--- src/rtl/sram_rw_port_ctrl_if.sv ---
// Request/response handshake bundle for the SRAM port controller.
// master drives requests and consumes responses; slave is the controller side.
interface sram_rw_port_ctrl_if #(
  parameter int ADDR_WIDTH = 10,
  parameter int DATA_WIDTH = 8
);
  logic                  req_valid;
  logic                  req_ready;
  logic                  req_we;
  logic [ADDR_WIDTH-1:0] req_addr;
  logic [DATA_WIDTH-1:0] req_wdata;
  logic                  rsp_valid;
  logic                  rsp_ready;
  logic [DATA_WIDTH-1:0] rsp_rdata;

  modport master (
    output req_valid, req_we, req_addr, req_wdata, rsp_ready,
    input  req_ready, rsp_valid, rsp_rdata
  );

  modport slave (
    input  req_valid, req_we, req_addr, req_wdata, rsp_ready,
    output req_ready, rsp_valid, rsp_rdata
  );
endinterface

--- src/rtl/sram_rw_port_ctrl.sv ---
// Single-port SRAM controller: one write per cycle, reads return after 2 cycles, plus a full-array fill.
// Requests stall while a response is unconsumed, a read is in flight, or a fill is running.
module sram_rw_port_ctrl #(
  parameter int ADDR_WIDTH = 10,
  parameter int DATA_WIDTH = 8
) (
  input  logic                  wb_clk_i,
  input  logic                  wb_rst_i,
  sram_rw_port_ctrl_if.slave    bus,
  input  logic                  clr_start,
  input  logic [DATA_WIDTH-1:0] clr_data,
  output logic                  busy,
  output logic                  clr_done,
  output logic                  sram_csb0,
  output logic                  sram_web0,
  output logic [ADDR_WIDTH-1:0] sram_addr0,
  output logic [DATA_WIDTH-1:0] sram_din0,
  input  logic [DATA_WIDTH-1:0] sram_dout0
);

  typedef enum logic [1:0] {IDLE, RD1, RD2, CLEAR} state_t;

  state_t                state_q, state_d;
  logic                  csb_q, csb_d;
  logic                  web_q, web_d;
  logic [ADDR_WIDTH-1:0] addr_q, addr_d;
  logic [ADDR_WIDTH-1:0] cnt_q, cnt_d;
  logic [DATA_WIDTH-1:0] din_q, din_d;
  logic [DATA_WIDTH-1:0] clr_data_q, clr_data_d;
  logic [DATA_WIDTH-1:0] rdata_q, rdata_d;
  logic                  rsp_vld_q, rsp_vld_d;
  logic                  busy_q, busy_d;
  logic                  done_q, done_d;
  logic                  req_fire;
  logic                  rsp_take;

  assign bus.req_ready = (state_q == IDLE) && !clr_start && (!rsp_vld_q || bus.rsp_ready);
  assign req_fire      = bus.req_valid && bus.req_ready;
  assign rsp_take      = rsp_vld_q && bus.rsp_ready;

  always_comb begin
    state_d    = state_q;
    csb_d      = 1'b1;
    web_d      = 1'b1;
    addr_d     = addr_q;
    din_d      = din_q;
    cnt_d      = cnt_q;
    clr_data_d = clr_data_q;
    rdata_d    = rdata_q;
    rsp_vld_d  = rsp_vld_q && !rsp_take;
    busy_d     = busy_q;
    done_d     = 1'b0;
    unique case (state_q)
      IDLE: begin
        // A fill request beats a same-edge access request.
        if (clr_start) begin
          state_d    = CLEAR;
          busy_d     = 1'b1;
          clr_data_d = clr_data;
          cnt_d      = '0;
          csb_d      = 1'b0;
          web_d      = 1'b0;
          addr_d     = '0;
          din_d      = clr_data;
        end else if (req_fire) begin
          csb_d  = 1'b0;
          web_d  = !bus.req_we;
          addr_d = bus.req_addr;
          if (bus.req_we) begin
            din_d = bus.req_wdata;
          end else begin
            state_d = RD1;
          end
        end
      end
      RD1: state_d = RD2;
      RD2: begin
        state_d   = IDLE;
        rdata_d   = sram_dout0;
        rsp_vld_d = 1'b1;
      end
      CLEAR: begin
        // cnt_q holds the address issued last edge; stop once the top word has gone out.
        if (cnt_q == {ADDR_WIDTH{1'b1}}) begin
          state_d = IDLE;
          busy_d  = 1'b0;
          done_d  = 1'b1;
        end else begin
          cnt_d  = cnt_q + ADDR_WIDTH'(1);
          csb_d  = 1'b0;
          web_d  = 1'b0;
          addr_d = cnt_q + ADDR_WIDTH'(1);
          din_d  = clr_data_q;
        end
      end
      default: state_d = IDLE;
    endcase
  end

  always_ff @(posedge wb_clk_i or posedge wb_rst_i) begin
    if (wb_rst_i) begin
      state_q    <= IDLE;
      csb_q      <= 1'b1;
      web_q      <= 1'b1;
      addr_q     <= '0;
      din_q      <= '0;
      cnt_q      <= '0;
      clr_data_q <= '0;
      rdata_q    <= '0;
      rsp_vld_q  <= 1'b0;
      busy_q     <= 1'b0;
      done_q     <= 1'b0;
    end else begin
      state_q    <= state_d;
      csb_q      <= csb_d;
      web_q      <= web_d;
      addr_q     <= addr_d;
      din_q      <= din_d;
      cnt_q      <= cnt_d;
      clr_data_q <= clr_data_d;
      rdata_q    <= rdata_d;
      rsp_vld_q  <= rsp_vld_d;
      busy_q     <= busy_d;
      done_q     <= done_d;
    end
  end

  assign sram_csb0     = csb_q;
  assign sram_web0     = web_q;
  assign sram_addr0    = addr_q;
  assign sram_din0     = din_q;
  assign bus.rsp_valid = rsp_vld_q;
  assign bus.rsp_rdata = rdata_q;
  assign busy          = busy_q;
  assign clr_done      = done_q;

endmodule

--- src/flat_wrapper.sv ---
// flat-port wrapper written by rule: the top's interface ports become plain ports
module sram_rw_port_ctrl_flat 
#(
  parameter int ADDR_WIDTH = 10,
  parameter int DATA_WIDTH = 8
)
  (wb_clk_i, wb_rst_i, clr_start, clr_data, busy, clr_done, sram_csb0, sram_web0, sram_addr0, sram_din0, sram_dout0, bus_req_valid, bus_req_we, bus_req_addr, bus_req_wdata, bus_rsp_ready, bus_req_ready, bus_rsp_valid, bus_rsp_rdata);
  sram_rw_port_ctrl_if #(.ADDR_WIDTH(ADDR_WIDTH), .DATA_WIDTH(DATA_WIDTH)) bus_i ();
  input  logic wb_clk_i;
  input  logic wb_rst_i;
  input  logic clr_start;
  input  logic [DATA_WIDTH-1:0] clr_data;
  output logic busy;
  output logic clr_done;
  output logic sram_csb0;
  output logic sram_web0;
  output logic [ADDR_WIDTH-1:0] sram_addr0;
  output logic [DATA_WIDTH-1:0] sram_din0;
  input  logic [DATA_WIDTH-1:0] sram_dout0;
  input wire logic [$bits(bus_i.req_valid)-1:0] bus_req_valid;
  input wire logic [$bits(bus_i.req_we)-1:0] bus_req_we;
  input wire logic [$bits(bus_i.req_addr)-1:0] bus_req_addr;
  input wire logic [$bits(bus_i.req_wdata)-1:0] bus_req_wdata;
  input wire logic [$bits(bus_i.rsp_ready)-1:0] bus_rsp_ready;
  output wire logic [$bits(bus_i.req_ready)-1:0] bus_req_ready;
  output wire logic [$bits(bus_i.rsp_valid)-1:0] bus_rsp_valid;
  output wire logic [$bits(bus_i.rsp_rdata)-1:0] bus_rsp_rdata;
  assign bus_i.req_valid = bus_req_valid;
  assign bus_i.req_we = bus_req_we;
  assign bus_i.req_addr = bus_req_addr;
  assign bus_i.req_wdata = bus_req_wdata;
  assign bus_i.rsp_ready = bus_rsp_ready;
  assign bus_req_ready = bus_i.req_ready;
  assign bus_rsp_valid = bus_i.rsp_valid;
  assign bus_rsp_rdata = bus_i.rsp_rdata;
  sram_rw_port_ctrl #(.ADDR_WIDTH(ADDR_WIDTH), .DATA_WIDTH(DATA_WIDTH)) u_core (.wb_clk_i(wb_clk_i), .wb_rst_i(wb_rst_i), .bus(bus_i), .clr_start(clr_start), .clr_data(clr_data), .busy(busy), .clr_done(clr_done), .sram_csb0(sram_csb0), .sram_web0(sram_web0), .sram_addr0(sram_addr0), .sram_din0(sram_din0), .sram_dout0(sram_dout0));
endmodule
--- config.mk ---
export PLATFORM = sky130hd
export DESIGN_NAME = sram_rw_port_ctrl_flat
export DESIGN_NICKNAME = d
export VERILOG_FILES = /design/src/rtl/sram_rw_port_ctrl_if.sv /design/src/rtl/sram_rw_port_ctrl.sv /design/src/flat_wrapper.sv
export SDC_FILE = /design/constraint.sdc
export NUM_CORES = 1
export LEC_CHECK = 0
export ABC_AREA = 1
export CAP_MARGIN = 0
export CELL_PAD_IN_SITES_DETAIL_PLACEMENT = 1
export CELL_PAD_IN_SITES_GLOBAL_PLACEMENT = 1
export CORE_ASPECT_RATIO = 1.4
export CORE_MARGIN = 5
export CORE_UTILIZATION = 38
export CTS_BUF_LIST = sky130_fd_sc_hd__clkbuf_4 sky130_fd_sc_hd__clkbuf_8
export CTS_CLUSTER_DIAMETER = 120
export DETAILED_ROUTE_END_ITERATION = 8
export GPL_TIMING_DRIVEN = 0
export PLACE_DENSITY_LB_ADDON = 0.1
export SLEW_MARGIN = 20
export SYNTH_ARGS = -nofsm -noshare
export SYNTH_HDL_FRONTEND = slang
export SYNTH_SLANG_ARGS = --single-unit
export TNS_END_PERCENT = 5
--- constraint.sdc ---
create_clock -name wb_clk_i -period 2.8 [get_ports wb_clk_i]
set_input_delay 0.42 -clock wb_clk_i [delete_from_list [all_inputs] [get_ports wb_clk_i]]
set_output_delay 0.42 -clock wb_clk_i [all_outputs]
set_load 0.05 [all_outputs]
**After elaboration in Yosys (flattened, before gate mapping)**

Index checks and enable logic that the tools add are counted.

- Flip-flop bits (word level): 51
- Output and inout bits: 32
- Word-level logic and storage cells: 68
- Input bits: 40

- Equality and inequality tests: 10
- Reduce and logical (&&, ||, !) cells: 18
- $add $sub $neg: 1
- Multiplexer cells: 28

Operator list:

| kind | count |
|---|---|
| $mux 10 | 4 |
| $pmux 10 s2 | 2 |
| $mux 8 | 4 |
| $pmux 8 s2 | 1 |
| $reduce_and 3->1 | 4 |
| $add 10x1->10 const B | 1 |
| $eq 10x10->1 const B | 1 |
| $mux 1 | 9 |
| $mux 2 | 4 |
| $pmux 2 s4 | 1 |
| $ne 3x3->1 const B | 2 |
| $pmux 1 s2 | 3 |
| $logic_and 1x1->1 | 5 |
| $eq 2x2->1 const B | 2 |
| $logic_not 1->1 | 4 |
| $ne 2x2->1 const B | 2 |
| $reduce_and 4->1 | 1 |
| $ne 3x2->1 const B | 1 |
| $eq 2x1->1 const B | 1 |
| $logic_not 2->1 | 1 |
| $ne 2x1->1 const B | 1 |
| $reduce_and 2->1 | 1 |
| $reduce_bool 2->1 | 1 |
| $logic_or 1x1->1 | 1 |

**Logic depth before layout (Yosys ltp)**

- Depth after elaboration: 7
- Gate-level depth with buffers: 9
- Depth with buffers taken out: 9

**Worst setup path after synthesis**

OpenSTA, ideal clock, no wires.

- Path kind: register to output
- From: reg u_core.state_q[0]
- To: out bus_req_ready
- Data required time: 2.380 ns
- Buffers on the path: 0
- Arrival: 1.544 ns
- Cell stages (with the launch flop): 5
- Path slack: 0.836 ns
- Cell sequence: dfrtp_1 -> inv_1 -> ha_1 -> nand2_2 -> a21oi_1

- Cells in the longest elaborated chain, start to end: 3

RTL lines:

| item | RTL line | text |
|---|---|---|
| start, declared | sram_rw_port_ctrl.sv:23 | `state_t state_q, state_d;` |
| start signal, assigned | sram_rw_port_ctrl.sv:114 | `state_q <= state_d;` |
| $logic_not 2->1 | sram_rw_port_ctrl.sv:37 | `assign bus.req_ready = (state_q == IDLE) && !clr_start && (!rsp_vld_q \|\| bus.rsp_ready);` |
| $logic_and 1x1->1 (2 in a row) | sram_rw_port_ctrl.sv:37 |  |
| end, declared | flat_wrapper.sv:25 | `output wire logic [$bits(bus_i.req_ready)-1:0] bus_req_ready;` |

No other way between the ends.

**Worst setup path in the final report**

Ends and elaborated chain as after synthesis.

==> flow_metrics.py <==
metrics = {
    "run_status": {
        "status": "finished clean",
    },
    "global_routing": {
        "grt_first_pass_wirelength_um": 11700,
        "grt_pass1_vias": 2493,
        "grt_antenna_before_repair": 0,
        "globalRouteOverflowTotal": 0,
        "gr-usage-all-layers": 0.176,
        "grt_max_degree": 52,
    },
    "timing": {
        "period_minus_slack_ns": 2.56,
        "rsz0062_at_grt": "no",
        "post_route_skew_ns": 0.00952,
        "totalNegativeSetupSlack_ns": 0,
        "tightest_pin_transition_ns": 0.654,
        "worst_slack_ns": 0.245,
        "min_period_over_period": 0.913,
        "report.final.slew_viol_count": 0,
        "hold-worst-slack_ns": 0.479,
        "finalSetupViolCount": 0,
        "fmax_mhz": 391,
        "worst_slew_margin_relative_to_its_limit": 0.564,
        "report.final.hold_viol_count": 0,
    },
    "power_and_ir_drop": {
        "pwr-share-comb": 0.579,
        "fin_total_pwr_uw": 3890,
        "power_density_nw_per_um2": 1110,
        "power_frac_clock": 0.114,
        "seq_power_share": 0.307,
        "intPower_uw": 1960,
        "switching_share": 0.496,
        "vdd_drop_max_uv": 534,
        "static-leakage-power_uw": 0.00170,
        "net-switching-power_uw": 1930,
    },
    "synth": {
        "flip_flop_and_latch_count_after_synthesis": 51,
        "synthesis.yosys.warnings": 0,
        "synthesis.area_per_instance_sq_um": 7.91,
        "synth-edff-count": 0,
        "synthCells": 327,
        "ys_async_sr_fraction": 1.00,
        "synth_fp_nets": 373,
        "synth.distinct_cells": 29,
        "post_synth_top_flop": "sky130_fd_sc_hd__dfrtp_1",
        "post_synth_instance_area_sq_um": 2590,
        "synth.yosys.seq_area_share": 0.494,
    },
    "floorplanning": {
        "floorplan.core_area_sq_um": 6610,
        "fp.dieArea_sq_um": 8580,
        "die-height_um": 108,
        "start_util": 0.391,
        "die_width_um": 79.7,
        "floorplan.rows": 35,
        "top_level_ports": 72,
    },
    "cts": {
        "cts_num_sinks": 51,
        "cts_buffers": 5,
        "post_cts_clock_slew_at_the_launch_and_capture_registers_of_the_worst_setup_and_hold_paths_ns": 0.09,
        "ctsRootBufferMaster": "sky130_fd_sc_hd__clkbuf_8",
        "cts.hold.buffers_added": 0,
        "cts-root-to-sink-buffers": 2,
        "cts_tree": "done",
        "worst_skew_pair.late_latency_ns": 0.30,
        "cts_repair_resize_count": 0,
        "h-tree-depth": 2,
        "total_setup_buffers_inserted_after_cts": 0,
    },
    "placed_design": {
        "post-dp-hpwl_um": 5590,
        "finalWeightedCongestion": 0.748,
        "placed_cell_area_sq_um": 3410,
        "dp_worst_setup_slack_ns": 0.490,
        "placement.io_buffers": 70,
    },
    "cells_and_area": {
        "antennaDiodeCount": 0,
        "area.growth.synth_to_final_pct": 35.2,
        "drive_gt1_frac": 0.0840,
        "design_area_sq_um": 3500,
        "finalNetCount": 450,
        "most-common-layout-cells": "135 x sky130_fd_sc_hd__nand2_1, 70 x sky130_fd_sc_hd__clkdlybuf4s50_1, 49 x sky130_fd_sc_hd__dfrtp_1",
        "layout_commonest_cell": "sky130_fd_sc_hd__nand2_1",
    },
    "min_path": {
        "worst_hold_path_type": "reg2reg",
        "hold_path_depth": 2,
    },
    "detailed_routing": {
        "violation_count_after_the_first_detailed_routing_iteration": 48,
        "drcViolationCount": 0,
        "final_antenna_net_count": 0,
        "postRouteWirelength_um": 7250,
        "num_vias": 2361,
        "drt_pre_antenna_iters": 4,
        "wl_per_cell_um": 14.6,
        "viasPerCell": 4.75,
    },
    "worst_setup_path": {
        "crit_path_max_fanout": 5,
        "worst_r2r_path_depth": 7,
        "cp-end-kind": "primary output",
        "timing.setup.critical_path_class": "reg2out",
        "cp_cell_sequence": "inv_1, ha_1, nand2_2, a21oi_1, clkdlybuf4s50_1",
        "worst_ep_arrival_time_ns": 2.14,
        "worst_path_max_delay_cell": "sky130_fd_sc_hd__clkdlybuf4s50_1",
        "crit_path_start_kind": "register",
        "cp_data_required_time_ns": 2.38,
        "crit_path_max_incr_delay_ns": 0.82,
    },
    "job": {
        "maxCapViolations": 0,
    },
}
## cells by family (layout without fill, tap and decap cells)
family                     Yosys count  in the layout  synth area share
DFF                                 51             51             0.494
and+or+nand+nor                    181            181             0.309
buffers and inverters               38            116            0.0653
AOI/OAI and AO/OA                   51             51             0.103
adders and majority gates            6              6            0.0290
## worst paths after layout
check / slack (ns) / endpoint / from
max in group asynchronous: 1.79 / u_core.clr_data_q[7]$_DFFE_PP0P_ / wb_rst_i
max: 0.24 / bus_req_ready / u_core.state_q[0]$_DFFE_PP0P_
min: 0.48 / u_core.bus.rsp_rdata[7]$_DFFE_PP0P_ / u_core.bus.rsp_rdata[7]$_DFFE_PP0P_
min reg2reg: 0.48 / u_core.bus.rsp_rdata[7]$_DFFE_PP0P_ / u_core.bus.rsp_rdata[7]$_DFFE_PP0P_
min in group asynchronous: 0.56 / u_core.bus.rsp_rdata[6]$_DFFE_PP0P_ / wb_rst_i
max reg2reg: 0.99 / u_core.sram_addr0[6]$_DFFE_PP0P_ / u_core.state_q[0]$_DFFE_PP0P_
## per-layer routing
metal,wire length [um],GRT usage,vias up,part of all wire
li1,-,-,1182,-
met1,2850,0.196,1118,0.39
met2,3930,0.326,48,0.54
met5,0,0,-,0
met4,199,0.0664,0,0.027
met3,266,0.0310,13,0.037
## power groups by stage
stage | clock, uW | combinational (uW) | sequential, uW
after floorplan | 0 | 873 | 1850
after global placement | 0 | 2240 | 1200
after detailed placement | 0 | 2280 | 1210
after CTS | 458 | 2300 | 1200
after global routing | 495 | 2430 | 1230
final | 442 | 2250 | 1190
## worst max-delay path, delay by kind of cell (launching register included)
family                   cells  cell delay, ns
adder cells (fa/ha/maj)      1            0.22
AND/OR/NAND/NOR              1            0.12
flip-flops                   1            0.43
AO/OA/AOI/OAI                1            0.13
buffers and inverters        2            0.95
## metrics by stage
| stage | std cells | utilization |
|---|---|---|
| after floorplan | 327 | - |
| after global placement | 489 | 0.515 |
| after detailed placement | 489 | 0.515 |
| after CTS | 497 | 0.529 |
| after global routing | 497 | 0.529 |
| final | 497 | 0.529 |
## area by class of cell
type                            count  area [sq um]
Fill cell                         803          3120
Sequential cell                    51          1280
Multi-Input combinational cell    238          1140
Timing Repair Buffer               70           701
Tap cell                           92           115
Inverter                           27           104
Clock buffer                        8          91.3
Buffer                             11          67.6
## synthesized netlist by cell type, types with 3 or more instances
master                     number  area, sq um
sky130_fd_sc_hd__o21ai_1       11         55.1
sky130_fd_sc_hd__buf_2          3         15.0
sky130_fd_sc_hd__nand2_2        5         31.3
sky130_fd_sc_hd__dfrtp_1       49         1230
sky130_fd_sc_hd__nand3_1       21          105
sky130_fd_sc_hd__inv_1         25         93.8
sky130_fd_sc_hd__a21oi_1        5         25.0
sky130_fd_sc_hd__clkbuf_1       4         15.0
sky130_fd_sc_hd__ha_1           6         75.1
sky130_fd_sc_hd__nand2_1      135          507
sky130_fd_sc_hd__nor2_1        10         37.5
sky130_fd_sc_hd__o21ai_0       31          155
## sequential cells by signal, summed over array words and instances, names as in the netlist
name and count:
u_core.sram_csb0 1, u_core.state_q 2, u_core.sram_web0 1, u_core.cnt_q 10
u_core.clr_data_q 8, u_core.bus.rsp_valid 1, u_core.sram_addr0 10, u_core.busy 1
u_core.sram_din0 8, u_core.clr_done 1, u_core.bus.rsp_rdata 8
(Power assumes the default switching activity.)
